### src/rtl/rv32im_bus_arbiter_if.sv
// Bus bundle between the requesters, the arbiter and the shared Wishbone port.
// Signal names follow the arbiter's point of view; "master" is the arbiter side.
interface rv32im_bus_arbiter_if #(
    parameter int NUM_MASTERS = 3,
    parameter int XLEN        = 32
);
    logic [NUM_MASTERS-1:0]          req_i;
    logic [NUM_MASTERS-1:0]          grant_o;
    logic [NUM_MASTERS*(XLEN-2)-1:0] m_adr_i;
    logic [NUM_MASTERS*XLEN-1:0]     m_dat_i;
    logic [NUM_MASTERS*4-1:0]        m_sel_i;
    logic [NUM_MASTERS-1:0]          m_cyc_i;
    logic [NUM_MASTERS-1:0]          m_stb_i;
    logic [NUM_MASTERS-1:0]          m_we_i;
    logic [NUM_MASTERS-1:0]          m_ack_o;
    logic [NUM_MASTERS-1:0]          m_err_o;
    logic [XLEN-3:0]                 adr_o;
    logic [XLEN-1:0]                 dat_o;
    logic [3:0]                      sel_o;
    logic                            cyc_o;
    logic                            stb_o;
    logic                            we_o;
    logic                            ack_i;
    logic                            err_i;
    logic                            timeout_o;

    modport master (
        input  req_i, m_adr_i, m_dat_i, m_sel_i, m_cyc_i, m_stb_i, m_we_i, ack_i, err_i,
        output grant_o, m_ack_o, m_err_o, adr_o, dat_o, sel_o, cyc_o, stb_o, we_o, timeout_o
    );

    modport slave (
        output req_i, m_adr_i, m_dat_i, m_sel_i, m_cyc_i, m_stb_i, m_we_i, ack_i, err_i,
        input  grant_o, m_ack_o, m_err_o, adr_o, dat_o, sel_o, cyc_o, stb_o, we_o, timeout_o
    );
endinterface

### src/rtl/rv32im_bus_arbiter.sv
// Shares one Wishbone master port between NUM_MASTERS requesters with a stall watchdog.
// Define RV32IM_ARB_ROUND_ROBIN_EN for rotating priority; default is fixed priority (index 0 highest).
module rv32im_bus_arbiter #(
    parameter int NUM_MASTERS    = 3,
    parameter int XLEN           = 32,
    parameter int TIMEOUT_CYCLES = 1024,
    parameter int CNT_BITS       = 11
) (
    input  logic                 clk_i,
    input  logic                 reset_ni,
    rv32im_bus_arbiter_if.master bus
);
    localparam int AW    = XLEN - 2;
    localparam int IDX_W = (NUM_MASTERS > 1) ? $clog2(NUM_MASTERS) : 1;

    typedef enum logic {IDLE, OWNED} state_e;

    state_e                 state_q;
    logic [NUM_MASTERS-1:0] grant_q;
    logic [NUM_MASTERS-1:0] win_oh;
    logic                   any_req;
    logic                   owner_req;
    logic                   wd_abort;

    logic [AW-1:0]          adr_mux;
    logic [XLEN-1:0]        dat_mux;
    logic [3:0]             sel_mux;
    logic                   cyc_mux;
    logic                   stb_mux;
    logic                   we_mux;

    assign any_req   = |bus.req_i;
    assign owner_req = |(bus.req_i & grant_q);

`ifdef RV32IM_ARB_ROUND_ROBIN_EN
    logic [IDX_W-1:0] rr_q;
    logic [IDX_W-1:0] win_idx;
    int               cand;

    // Search starts just above the last owner and wraps, so every requester gets a turn.
    always_comb begin
        win_oh  = '0;
        win_idx = rr_q;
        cand    = 0;
        for (int k = 1; k <= NUM_MASTERS; k++) begin
            cand = (int'(rr_q) + k) % NUM_MASTERS;
            if ((win_oh == '0) && bus.req_i[IDX_W'(cand)]) begin
                win_oh[IDX_W'(cand)] = 1'b1;
                win_idx              = IDX_W'(cand);
            end
        end
    end
`else
    always_comb begin
        win_oh = '0;
        for (int k = 0; k < NUM_MASTERS; k++) begin
            if ((win_oh == '0) && bus.req_i[k]) begin
                win_oh[k] = 1'b1;
            end
        end
    end
`endif

    // Tenure FSM: a release always passes through IDLE, giving one dead cycle between owners.
    always_ff @(posedge clk_i or negedge reset_ni) begin
        if (!reset_ni) begin
            state_q <= IDLE;
            grant_q <= '0;
`ifdef RV32IM_ARB_ROUND_ROBIN_EN
            rr_q    <= IDX_W'(NUM_MASTERS - 1);
`endif
        end else begin
            case (state_q)
                IDLE: begin
                    if (any_req) begin
                        state_q <= OWNED;
                        grant_q <= win_oh;
`ifdef RV32IM_ARB_ROUND_ROBIN_EN
                        rr_q    <= win_idx;
`endif
                    end
                end
                OWNED: begin
                    if (!owner_req) begin
                        state_q <= IDLE;
                        grant_q <= '0;
                    end
                end
                default: begin
                    state_q <= IDLE;
                    grant_q <= '0;
                end
            endcase
        end
    end

    // Grant is one-hot or zero, so a priority-free select gives all-zero outputs when idle.
    always_comb begin
        adr_mux = '0;
        dat_mux = '0;
        sel_mux = '0;
        cyc_mux = 1'b0;
        stb_mux = 1'b0;
        we_mux  = 1'b0;
        for (int k = 0; k < NUM_MASTERS; k++) begin
            if (grant_q[k]) begin
                adr_mux = bus.m_adr_i[k*AW +: AW];
                dat_mux = bus.m_dat_i[k*XLEN +: XLEN];
                sel_mux = bus.m_sel_i[k*4 +: 4];
                cyc_mux = bus.m_cyc_i[k];
                stb_mux = bus.m_stb_i[k];
                we_mux  = bus.m_we_i[k];
            end
        end
    end

    assign bus.adr_o = adr_mux;
    assign bus.dat_o = dat_mux;
    assign bus.sel_o = sel_mux;
    assign bus.cyc_o = cyc_mux;
    assign bus.stb_o = stb_mux;
    assign bus.we_o  = we_mux & stb_mux;

    assign bus.m_ack_o   = {NUM_MASTERS{bus.ack_i}} & grant_q;
    assign bus.m_err_o   = {NUM_MASTERS{bus.err_i | wd_abort}} & grant_q;
    assign bus.grant_o   = grant_q;
    assign bus.timeout_o = wd_abort;

    generate
        if (TIMEOUT_CYCLES > 0) begin : g_wd
            logic [CNT_BITS-1:0] cnt_q;
            logic [CNT_BITS-1:0] cnt_d;
            logic                stall;

            assign stall    = stb_mux & ~bus.ack_i & ~bus.err_i;
            assign wd_abort = stall && (cnt_q == CNT_BITS'(TIMEOUT_CYCLES - 1));

            // Count holds while the owner idles its strobe; any response or an abort restarts it.
            always_comb begin
                cnt_d = cnt_q;
                if ((state_q == IDLE) || bus.ack_i || bus.err_i || wd_abort) begin
                    cnt_d = '0;
                end else if (stall) begin
                    cnt_d = cnt_q + 1'b1;
                end
            end

            always_ff @(posedge clk_i or negedge reset_ni) begin
                if (!reset_ni) begin
                    cnt_q <= '0;
                end else begin
                    cnt_q <= cnt_d;
                end
            end
        end else begin : g_no_wd
            assign wd_abort = 1'b0;
        end
    endgenerate

endmodule

### src/flat_wrapper.sv
// flat-port wrapper written by rule: the top's interface ports become plain ports
module rv32im_bus_arbiter_flat 
#(
    parameter int NUM_MASTERS    = 3,
    parameter int XLEN           = 32,
    parameter int TIMEOUT_CYCLES = 1024,
    parameter int CNT_BITS       = 11
)
  (clk_i, reset_ni, bus_req_i, bus_m_adr_i, bus_m_dat_i, bus_m_sel_i, bus_m_cyc_i, bus_m_stb_i, bus_m_we_i, bus_ack_i, bus_err_i, bus_grant_o, bus_m_ack_o, bus_m_err_o, bus_adr_o, bus_dat_o, bus_sel_o, bus_cyc_o, bus_stb_o, bus_we_o, bus_timeout_o);
  rv32im_bus_arbiter_if #(.NUM_MASTERS(NUM_MASTERS), .XLEN(XLEN)) bus_i ();
  input  logic clk_i;
  input  logic reset_ni;
  input wire logic [$bits(bus_i.req_i)-1:0] bus_req_i;
  input wire logic [$bits(bus_i.m_adr_i)-1:0] bus_m_adr_i;
  input wire logic [$bits(bus_i.m_dat_i)-1:0] bus_m_dat_i;
  input wire logic [$bits(bus_i.m_sel_i)-1:0] bus_m_sel_i;
  input wire logic [$bits(bus_i.m_cyc_i)-1:0] bus_m_cyc_i;
  input wire logic [$bits(bus_i.m_stb_i)-1:0] bus_m_stb_i;
  input wire logic [$bits(bus_i.m_we_i)-1:0] bus_m_we_i;
  input wire logic [$bits(bus_i.ack_i)-1:0] bus_ack_i;
  input wire logic [$bits(bus_i.err_i)-1:0] bus_err_i;
  output wire logic [$bits(bus_i.grant_o)-1:0] bus_grant_o;
  output wire logic [$bits(bus_i.m_ack_o)-1:0] bus_m_ack_o;
  output wire logic [$bits(bus_i.m_err_o)-1:0] bus_m_err_o;
  output wire logic [$bits(bus_i.adr_o)-1:0] bus_adr_o;
  output wire logic [$bits(bus_i.dat_o)-1:0] bus_dat_o;
  output wire logic [$bits(bus_i.sel_o)-1:0] bus_sel_o;
  output wire logic [$bits(bus_i.cyc_o)-1:0] bus_cyc_o;
  output wire logic [$bits(bus_i.stb_o)-1:0] bus_stb_o;
  output wire logic [$bits(bus_i.we_o)-1:0] bus_we_o;
  output wire logic [$bits(bus_i.timeout_o)-1:0] bus_timeout_o;
  assign bus_i.req_i = bus_req_i;
  assign bus_i.m_adr_i = bus_m_adr_i;
  assign bus_i.m_dat_i = bus_m_dat_i;
  assign bus_i.m_sel_i = bus_m_sel_i;
  assign bus_i.m_cyc_i = bus_m_cyc_i;
  assign bus_i.m_stb_i = bus_m_stb_i;
  assign bus_i.m_we_i = bus_m_we_i;
  assign bus_i.ack_i = bus_ack_i;
  assign bus_i.err_i = bus_err_i;
  assign bus_grant_o = bus_i.grant_o;
  assign bus_m_ack_o = bus_i.m_ack_o;
  assign bus_m_err_o = bus_i.m_err_o;
  assign bus_adr_o = bus_i.adr_o;
  assign bus_dat_o = bus_i.dat_o;
  assign bus_sel_o = bus_i.sel_o;
  assign bus_cyc_o = bus_i.cyc_o;
  assign bus_stb_o = bus_i.stb_o;
  assign bus_we_o = bus_i.we_o;
  assign bus_timeout_o = bus_i.timeout_o;
  rv32im_bus_arbiter #(.NUM_MASTERS(NUM_MASTERS), .XLEN(XLEN), .TIMEOUT_CYCLES(TIMEOUT_CYCLES), .CNT_BITS(CNT_BITS)) u_core (.clk_i(clk_i), .reset_ni(reset_ni), .bus(bus_i));
endmodule
### config.mk
export PLATFORM = sky130hd
export DESIGN_NAME = rv32im_bus_arbiter_flat
export DESIGN_NICKNAME = d
export VERILOG_FILES = /design/src/rtl/rv32im_bus_arbiter_if.sv /design/src/rtl/rv32im_bus_arbiter.sv /design/src/flat_wrapper.sv
export SDC_FILE = /design/constraint.sdc
export NUM_CORES = 1
export LEC_CHECK = 0
export BUFFER_PORTS_ARGS = -buffer_cell sky130_fd_sc_hd__buf_2
export CAP_MARGIN = 40
export CORE_AREA = 2 2 114 116
export CTS_CLUSTER_SIZE = 24
export DETAILED_ROUTE_END_ITERATION = 10
export DIE_AREA = 0 0 116 118
export PLACE_DENSITY_LB_ADDON = 0.25
export SLEW_MARGIN = 20
export SYNTH_ARGS = -nofsm -noshare
export SYNTH_HDL_FRONTEND = slang
export SYNTH_SLANG_ARGS = --single-unit
### constraint.sdc
create_clock -name clk_i -period 2.02 [get_ports clk_i]
set_input_delay 0 -clock clk_i [delete_from_list [all_inputs] [get_ports clk_i]]
set_output_delay 0 -clock clk_i [all_outputs]
set_load 0.005 [all_outputs]
==> summary.md <==
| Metric | Value |
|---|---|
| Vias in the first global route | 3,393 |
| Register area share after synthesis | 17.9% |
| Post-CTS setup buffer count | 0 |
| Maximum clock path buffer count | 2 |
| Die Area | 13,700 µm² |
| Routed Antenna Nets | 0 |
| Final Hold Viols | 0 |
| GRT Util Overall | 14.5% |
| GPL Wtd Cong | 0.794 |
| Clk sinks | 15 |
| DRC violations left | 0 |
| Area grow syn2layout | 83.7% |
| Clock skew after layout | 5.34 ps |
| CP Class | flip-flop to flip-flop |
| Crit-path max FO | 7 |
| Post-synth top area cell | a22oi_1 |
| DRT Wirelength | 11.3 mm |
| Relative slew slack | 53.8% |
| Root Driver | clkbuf_16 |
| Setup TNS | 0 ps |
| P per Cell Area | 729 nW/µm² |
| CTS HTree Levels | 1 |
| Vias | 3,602 |
| Fmax | 0.512 GHz |
| Warnings, synthesis | 0 |
| Worst-Skew Late Latency | 250 ps |
| Post-synth top area share | 24.4% |
| Number of core rows | 41 |
| Most common cell after layout, fill and taps aside | buf_2 |
| Worst-Margin Slew | 693 ps |
| CP cell instances | nand3b_1 -> a2111o_2 -> or4_1 -> a21oi_1 |
| GR Overflow Total | 0 |
| Core area | 12,400 µm² |
| Final min period | 1950 ps |
| Layout net count | 821 |
| Post-synthesis register bit count | 15 |
| Ports | 293 |
| Worst-path clk slew | 50 ps |
| Critical Path RT | 2190 ps |
| Wire per inst | 14.5 µm |
| DR vias/cell | 4.62 |
| Crit-path slowest cell | a2111o_2 |
| Cell Area, Synth | 2100 µm² |
| DP Wirelength | 9.04 mm |
| Top FF cell, synth | dfrtp_1 |
| Synthesized net count | 548 |
| Final Max Tran Viols | 0 |
| Outcome | finished clean |
| First-pass GRT wire length | 16.3 mm |
| Endpoints failing setup | 0 |
| Initial antenna violation count | 3 |
| Most frequent cells in the layout | 292 x buf_2, 73 x nand2_1, 71 x o21ai_0 |
| Largest net degree at the start of global routing | 85 |
| Die width | 116 µm |
| TritonCTS clock tree | done |
| Maxcap violations | 0 |
| Crit. End Element | flip-flop |
| Final hold slack | 57.4 ps |
| Critical Path AT | 2120 ps |
| CP peak stage delay | 570 ps |
| Hold Crit Class | input port to flip-flop |
| Layout cells sized above 1 | 51.4% |
| Period utilisation layout | 96.7% |
| Distinct cells, synth | 32 |
| Multi-input gate area | 1600 µm² |
| Fillers | 1,386 |
| Syn_area_per_cell | 6.29 µm² |
| Dominant cells by area after synthesis | a22oi_1 24%, dfrtp_1 18%, o21ai_0 17% |
| Post-synth EDFFs | 0 |
| CTS buffer count | 3 |
| Mapped Cells | 333 |
| Worst VDD drop | 0.230 mV |
| Starting DRT DRC Count | 210 |
| DRT Pass-1 Iters | 4 |
| IO Port Bufs | 292 |
| Pleak | 1.90 nW |
| DIE HEIGHT | 118 µm |
| Sequential standard cell area | 380 µm² |
| Starting Density | 16.9% |
| Critical path startpoint category | flip-flop |
| Async set-reset flop share out of synthesis | 100% |
metrics by stage:
stage	setup WS, ps	utilization [%]	std cells	power (mW)	cell area, µm²
final	66.5	31.0	780	2.81	3850
after global routing	-15.3	31.0	778	3.08	3840
after CTS	31.9	30.8	776	2.82	3820
after detailed placement	73.5	30.1	771	2.42	3730
after global placement	90.9	30.1	771	2.40	3730
after floorplan	211	-	333	1.40	2100
path summary, 6_finish.rpt:
check / slack, ps / start / to / depth (start not counted)
max: 70 / u_core.bus.grant_o[1] / u_core.g_wd.cnt_q[6] / 4
min: 60 / bus_req_i[1] / u_core.bus.grant_o[1] / 2
max reg2reg: 70 / u_core.bus.grant_o[1] / u_core.g_wd.cnt_q[6] / 4
min reg2reg: 560 / u_core.g_wd.cnt_q[10] / u_core.g_wd.cnt_q[10] / 2
max in group asynchronous: 1550 / reset_ni / u_core.bus.grant_o[2] / 2
min in group asynchronous: 190 / reset_ni / u_core.g_wd.cnt_q[6] / 2
sequential cells by signal, indices dropped and copies added (netlist names):
register / count
u_core.state_q: 1
u_core.bus.grant_o: 3
u_core.g_wd.cnt_q: 11
power breakdown:
| group | switching [mW] | leakage [nW] | internal, mW |
|---|---|---|---|
| logic | 1.11 | 1.66 | 0.945 |
| clock network | 0.118 | 0.0409 | 0.264 |
| registers | 0.0383 | 0.202 | 0.331 |
synth_stat cells (all sizes together) (4+ instances only):
| master | number |
|---|---|
| o31ai | 8 |
| nand3 | 6 |
| a22oi | 68 |
| nand2 | 73 |
| dfrtp | 15 |
| or4 | 5 |
| o21ai | 71 |
| clkbuf | 31 |
| inv | 4 |
| a21oi | 12 |
| and2 | 4 |
| nor2 | 4 |
| nor2b | 5 |
| buf | 4 |
final cells by class:
class	instances	area share [%]
clock buffer	3	1.95
timing repair buffer	302	40.4
antenna	3	0.195
clock inverter	1	0.130
multi-input combinational	280	41.5
tap	172	5.59
sequential	15	9.88
inverter	4	0.390
kinds of logic after synthesis:
family	after synthesis	share of synthesized area (%)
AOI/OAI and AO/OA	167	50.3
and+or+nand+nor	110	23.6
buffers and inverters	39	7.10
DFF	15	17.9
xor gates and xnor gates	1	0.418
adders and majority gates	1	0.597
critical path: cells and delay by family, from the launching register on:
| kind | cells | cell delay, ps |
|---|---|---|
| AOI/OAI and AO/OA | 2 | 710 |
| DFF | 1 | 420 |
| and+or+nand+nor | 2 | 740 |
timing repair:
action,CTS,global route
pin swaps,1,1
cloned,0,1
endpoints found under the setup margin,1,11
hold buffers,1,0
hold endpoints to repair,15,0
resized for setup,0,3
metal layers:
metal / part of all wire (%) / vias to the layer above / track usage [%]
li1: - / 1805 / -
met4: 1.2 / 2 / 1.86
met2: 50 / 187 / 27.0
met5: 0.098 / - / 0
met1: 40 / 1594 / 17.0
met3: 8.6 / 14 / 3.71
(Power assumes the default switching activity.)
